==> src/rtl/overflow_arith_pipe.sv <==
// Two-stage add/subtract pipeline with signed-overflow, carry, sticky flag and a saturating overflow counter.
// Optional macro OVERFLOW_SATURATE_EN clamps s on overflow instead of wrapping.
module overflow_arith_pipe #(
  parameter int WIDTH = 8,
  parameter int CNT_W = 8
) (
  input  logic             clk,
  input  logic             rst_n,
  input  logic             in_valid,
  input  logic             sub,
  input  logic [WIDTH-1:0] a,
  input  logic [WIDTH-1:0] b,
  input  logic             clr_sticky,
  output logic             out_valid,
  output logic [WIDTH-1:0] s,
  output logic             v,
  output logic             c,
  output logic             v_sticky,
  output logic [CNT_W-1:0] ovf_count
);

  localparam logic [CNT_W-1:0] CNT_ONE = CNT_W'(1);
  localparam logic [CNT_W-1:0] CNT_MAX = {CNT_W{1'b1}};

  // Signed overflow: operands agree in sign but the result does not.
  function automatic logic add_ovf(input logic sign_a, input logic sign_b, input logic sign_r);
    return (sign_a == sign_b) && (sign_r != sign_a);
  endfunction

  logic             vld1_r;
  logic             sub1_r;
  logic [WIDTH-1:0] a1_r;
  logic [WIDTH-1:0] b1_r;

  logic [WIDTH-1:0] eff_b_s;
  logic [WIDTH:0]   sum_s;
  logic             ovf_s;
  logic [WIDTH-1:0] res_s;
  logic             event_s;

  // Stage 1: capture the request.
  always_ff @(posedge clk or negedge rst_n) begin
    if (!rst_n) begin
      vld1_r <= 1'b0;
      sub1_r <= 1'b0;
      a1_r   <= {WIDTH{1'b0}};
      b1_r   <= {WIDTH{1'b0}};
    end else begin
      vld1_r <= in_valid;
      if (in_valid) begin
        sub1_r <= sub;
        a1_r   <= a;
        b1_r   <= b;
      end else begin
        sub1_r <= sub1_r;
        a1_r   <= a1_r;
        b1_r   <= b1_r;
      end
    end
  end

  // Stage 2 arithmetic: subtraction is a + ~b + 1 so carry means "no borrow".
  always_comb begin
    eff_b_s = b1_r;
    sum_s   = {(WIDTH+1){1'b0}};
    ovf_s   = 1'b0;
    res_s   = {WIDTH{1'b0}};
    if (sub1_r) begin
      eff_b_s = ~b1_r;
    end else begin
      eff_b_s = b1_r;
    end
    sum_s = {1'b0, a1_r} + {1'b0, eff_b_s} + {{WIDTH{1'b0}}, sub1_r};
    ovf_s = add_ovf(a1_r[WIDTH-1], eff_b_s[WIDTH-1], sum_s[WIDTH-1]);
`ifdef OVERFLOW_SATURATE_EN
    if (ovf_s && !a1_r[WIDTH-1]) begin
      res_s = {1'b0, {(WIDTH-1){1'b1}}};
    end else if (ovf_s) begin
      res_s = {1'b1, {(WIDTH-1){1'b0}}};
    end else begin
      res_s = sum_s[WIDTH-1:0];
    end
`else
    res_s = sum_s[WIDTH-1:0];
`endif
  end

  // Stage 2 registers: results hold their last valid value between operations.
  always_ff @(posedge clk or negedge rst_n) begin
    if (!rst_n) begin
      out_valid <= 1'b0;
      s         <= {WIDTH{1'b0}};
      v         <= 1'b0;
      c         <= 1'b0;
    end else begin
      out_valid <= vld1_r;
      if (vld1_r) begin
        s <= res_s;
        v <= ovf_s;
        c <= sum_s[WIDTH];
      end else begin
        s <= s;
        v <= v;
        c <= c;
      end
    end
  end

  assign event_s = out_valid & v;

  // Overflow history: a reported overflow wins over a coincident clear.
  always_ff @(posedge clk or negedge rst_n) begin
    if (!rst_n) begin
      v_sticky  <= 1'b0;
      ovf_count <= {CNT_W{1'b0}};
    end else if (event_s) begin
      v_sticky <= 1'b1;
      if (clr_sticky) begin
        ovf_count <= CNT_ONE;
      end else if (ovf_count != CNT_MAX) begin
        ovf_count <= ovf_count + CNT_ONE;
      end else begin
        ovf_count <= ovf_count;
      end
    end else if (clr_sticky) begin
      v_sticky  <= 1'b0;
      ovf_count <= {CNT_W{1'b0}};
    end else begin
      v_sticky  <= v_sticky;
      ovf_count <= ovf_count;
    end
  end

endmodule

==> config.mk <==
export PLATFORM = sky130hd
export DESIGN_NAME = overflow_arith_pipe
export DESIGN_NICKNAME = d
export VERILOG_FILES = /design/src/rtl/overflow_arith_pipe.sv
export SDC_FILE = /design/constraint.sdc
export NUM_CORES = 1
export LEC_CHECK = 0
export ABC_AREA = 1
export CAP_MARGIN = 20
export CORE_AREA = 3 3 56 84
export CTS_CLUSTER_DIAMETER = 100
export CTS_CLUSTER_SIZE = 30
export DETAILED_ROUTE_END_ITERATION = 7
export DIE_AREA = 0 0 59 87
export PLACE_DENSITY_LB_ADDON = 0.05
export SETUP_SLACK_MARGIN = 0.4
export SLEW_MARGIN = 20
export SYNTH_ARGS = -nofsm -noshare
export SYNTH_HDL_FRONTEND = slang
export SYNTH_SLANG_ARGS = --single-unit
==> constraint.sdc <==
create_clock -name clk -period 2.3 [get_ports clk]
set_input_delay 0.23 -clock clk [delete_from_list [all_inputs] [get_ports clk]]
set_output_delay 0.23 -clock clk [all_outputs]
set_load 0.1 [all_outputs]
* Word-level counts from Yosys, hierarchy flattened *
Index checks and enable logic that the tools add are counted.

word-level totals
  input bits = 21
  output and inout bits = 20
  memories kept = 0
  ROM bits = 0
  word-level logic and storage cells = 29
  bits in writable memories = 0
  bits in latches = 0
  flip-flop bits (word level) = 38

operators by class
  divide/modulo/power cells = 0
  bitwise logic cells = 2
  $mul = 0
  shifts and indexed selects = 0
  $add $sub $neg = 3
  reductions and logical operators = 4
  magnitude comparators = 0
  multiplexer cells = 7
  equality and inequality tests = 3

operators with widths
  cell                                         number
  two-way mux 8 bit                            5
  adder 8 x 8 -> 9 bit                         1
  adder 9 x 1 -> 9 bit                         1
  adder 8 x 1 -> 8 bit, second input constant  1
  != test 8 bit, second input constant         1
  NOT 8 bit                                    1
  nonzero test 2 bit                           2
  two-way mux 1 bit                            2
  AND reduction 2 bit                          1
  AND 1 bit                                    1
  equality test 1 bit                          1
  logical AND 1 bit                            1
  != test 1 bit                                1

* Logic depth before layout (Yosys ltp) *
  depth in word-level cells = 6
  depth in mapped cells = 13
  depth with buffers taken out = 12

* Worst setup path after synthesis *
OpenSTA, ideal clock, no wires.

  path type = flip-flop to flip-flop
  start point = register ovf_count[0]
  end point = register ovf_count[2]
  slack = 300 ps
  arrival time = 1921 ps
  required time = 2221 ps
  path buffers = 0
  period minus slack after synthesis = 2000 ps
  library setup time = 79 ps
  stages on the path, launching flop included = 8
  cell sequence = dfrtp_1 > ha_1 > nand2_1 > nor2_2 > nand3_2 > nand2_4 > nand2_1 > o21ai_1

on the way
  cells in the longest elaborated chain, start to end = 4
  elaborated cells between the ends (all ways) = 7
  those cells by class = add/sub (1); eq/ne (1); mux (3); reduce/logical (2)

RTL lines
  element                 line  text
  start, declared         19    output logic [CNT_W-1:0] ovf_count
  start signal, assigned  115   ovf_count <= {CNT_W{1'b0}};
  start signal, assigned  121   ovf_count <= ovf_count + CNT_ONE;
  start signal, assigned  123   ovf_count <= ovf_count;
  adder 8 x 1 -> 8 bit    121
  two-way mux 8 bit       120   end else if (ovf_count != CNT_MAX) begin
  two-way mux 8 bit       118   if (clr_sticky) begin
  two-way mux 8 bit       116   end else if (event_s) begin

Parallel ways exist; a longest one is shown, timed or not. The select of a mux whose other input is x is not followed.
A chain may end at the register's enable or synchronous reset.

* Final worst setup path *
  start point = register sub1_r
  end point = register s[6]

on the way
  cells in the longest elaborated chain, start to end = 3

RTL lines
  element                 line  text
  start, declared         31    logic sub1_r;
  start signal, assigned  51    sub1_r <= sub;
  start signal, assigned  55    sub1_r <= sub1_r;
  two-way mux 8 bit       68    if (sub1_r) begin
  adder 8 x 8 -> 9 bit    73    sum_s = {1'b0, a1_r} + {1'b0, eff_b_s} + {{WIDTH{1'b0}}, sub1_r};
  adder 9 x 1 -> 9 bit *  73
  end signal, assigned    92    s <= {WIDTH{1'b0}};
  end signal, assigned    98    s <= res_s;
  end signal, assigned    102   s <= s;
  end, declared           15    output logic [WIDTH-1:0] s,

Mark *: on every way between the ends. The rest lies on a longest branch, timed or not.

==> results.txt <==
Net Sw Frac: 0.460
post-layout minimum cycle time: 1840 ps
Worst EP arrival: 2020 ps
area share of the largest cell type after synthesis: 0.470
sw power: 1.13 mW
RSZ-0062 raised after global routing: yes
Bufs and invs on worst path: 1
CTS sink count: 38
cell breakdown of the critical path: buf_4, xor2_1, ha_2, a21oi_1, or2_1, nand3_1, nand2_1, nand3_1, nand2_1
Finish-stage setup viols: 0
Setup TNS: 0 ps
synth unique cells: 31
dpl cells: 307
TritonCTS clock tree: done
Max Slew Vio Count: 0
Mapped Cells: 225
vias: 1658
crit end category: register
# diodes: 0
H-tree depth: 2
initial antenna violation count: 0
CP Class: register to register
cell taking the most area after synthesis: dfrtp_1
status: completed
Fin. Hold Viols: 0
Worst path slowest cell: dfrtp_2
P per Cell Area: 961 nW/um2
final total power: 2.46 mW
Worst Hold Slack: 38.1 ps
Ys Warns: 0
dpl hpwl: 3180 um
Final Routed Wirelength: 4080 um
Comb power frac: 0.469
CP max FO: 6
Clock transition at path regs: 70 ps
number of hold buffers added after CTS: 0
die area: 5130 um2
VDD IR-drop max: 0.696 mV
Worst path top cell family by delay: flip-flops
highest clock rate: 543 MHz
first-pass GRT wire length: 7110 um
Reg power frac: 0.344
Internal Pwr Total: 1.33 mW
Final GP Congestion: 0.865
Finished Cell Area: 2560 um2
Worst Tran Pin Value: 824 ps
Seq/Total Area, Yosys: 0.470
period utilisation layout: 0.800
Die Y-Extent: 87 um
Routed wire per std cell: 12.8 um
Synth Register Bits: 38
Clock Latency Late Sink: 280 ps
Crit path depth: 9
I/O pin cnt: 41
Mean Syn Cell Area: 8.99 um2
gr ovfl total: 0
synthesized area: 2020 um2
Placed Area: 2410 um2
Post-Syn Nets: 255
startpoint types: register
post-route ant nets: 0
ranking of synthesized cells by area: dfrtp_1, nand2_1, mux2_2
proportion of layout cells with a drive suffix above 1: 0.260
Setup Skew: 4.14 ps
largest net degree at the start of global routing: 39
post-route core utilization: 0.642
number of cell rows: 28
TritonRoute pass-1 iters: 4
R2R Setup Slk: 460 ps
CORE AREA: 3990 um2
setup ws final: 460 ps
Max Buffers Root-to-Sink: 2
post-place setup slack: 341 ps
die width: 59 um
vias in the first global route: 1725
Starting Density: 0.506
path depth of the worst reg2reg path: 9
DR DRC count: 0
Area growth syn-to-layout: 26.8%
total global-route track usage: 0.178
CTS buffer count: 5
CTS root buffer: clkbuf_8
fin nets: 302
Hold WC Path Type: input port to async pin
final cell count without fillers: 318
slowest stage delay, CP: 470 ps
max cap viols: 0
Lkg Pwr: 1.26 nW
vias per cell: 5.21
# port buffers: 40
Clock Power Share: 0.187
relative slew slack: 0.451
worst endpoint required time: 2480 ps
Initial DRC Count: 60
Filler Cells Inserted: 365
==> cells in the mapped netlist <==
cell type,n
nor2_1,10
fa_1,1
nor3b_1,1
ha_1,8
buf_4,1
inv_1,18
nand2_4,1
or2_2,1
or2_1,1
inv_2,4
xnor2_1,3
buf_2,1
a21oi_1,9
nand3_1,16
a21boi_1,1
nand3_2,1
nand4_1,6
xor2_1,6
o21ai_1,10
o21ai_0,7
nand2_2,2
a21o_1,1
nor2_2,1
nor3_2,1
clkbuf_1,2
nor3_4,1
dfrtp_1,38
mux2_2,13
inv_4,1
nand2_1,58
a22oi_2,1
==> cell type report <==
| cell class | instances | area, um2 | area share |
|---|---|---|---|
| clock buffer | 7 | 86.3 | 0.0337 |
| sequential | 38 | 955 | 0.372 |
| inverter | 23 | 88.8 | 0.0347 |
| timing repair buffer | 44 | 379 | 0.148 |
| clock inverter | 1 | 5.00 | 0.00195 |
| multi-input combinational | 160 | 993 | 0.388 |
| tap | 45 | 56.3 | 0.0220 |
==> cells in the final DEF (no fill, tap or decap), drive strengths merged <==
master and count:
mux2 13, a22oi 1, fa 1, a21boi 1, or2 2, ha 8, nor3 2, nand3 17
a21oi 9, nand4 6, clkbuf 7, clkinv 1, nor2 11, nand2 61, nor3b 1, xor2 6
buf 25, inv 23, xnor2 3, a21o 1, o21ai 17, clkdlybuf4s50 19, dfrtp 38
==> flip-flops by register name (all words and copies together) (netlist names) <==
signal	count
b1_r	8
sub1_r	1
s	8
a1_r	8
c	1
vld1_r	1
v_sticky	1
ovf_count	8
v	1
out_valid	1
==> repair_timing <==
item | CTS | global route
resized for setup | 1 | 13
pin swaps | 0 | 2
setup endpoints to repair | 2 | 6
hold endpoints to repair | 0 | 0
setup buffers | 0 | 3
==> per-layer routing <==
metal / vias up / wire length, um / GRT usage / part of all wire
met2: 43 / 2190 / 0.330 / 0.54
met1: 767 / 1580 / 0.185 / 0.39
li1: 834 / - / - / -
met3: 14 / 179 / 0.0356 / 0.044
met4: 0 / 130 / 0.0845 / 0.032
met5: - / 0 / 0 / 0
==> cells by family after synthesis <==
group | after synthesis | share of synthesized area
compound gates | 29 | 0.0780
xor+xnor | 9 | 0.0390
fa+ha+maj | 9 | 0.0594
buf+inv | 27 | 0.0538
flops | 38 | 0.470
mux | 13 | 0.0724
simple gates | 100 | 0.227
==> power by group through the flow <==
| stage | logic, mW | registers (mW) | clock network (mW) |
|---|---|---|---|
| after global routing | 1.24 | 0.859 | 0.508 |
| after global placement | 1.10 | 0.860 | 0 |
| final | 1.16 | 0.846 | 0.460 |
| after floorplan | 0.350 | 1.37 | 0 |
| after CTS | 1.12 | 0.849 | 0.479 |
| after detailed placement | 1.12 | 0.861 | 0 |
==> path summary, 6_finish.rpt <==
check,start,end
max reg2reg,sub1_r,s[6]
max in group asynchronous,rst_n,sub1_r
max,sub1_r,s[6]
min,rst_n,ovf_count[2]
min in group clk,v_sticky,v_sticky
min reg2reg,v_sticky,v_sticky
No activity file was read; power rests on OpenSTA's default activity.
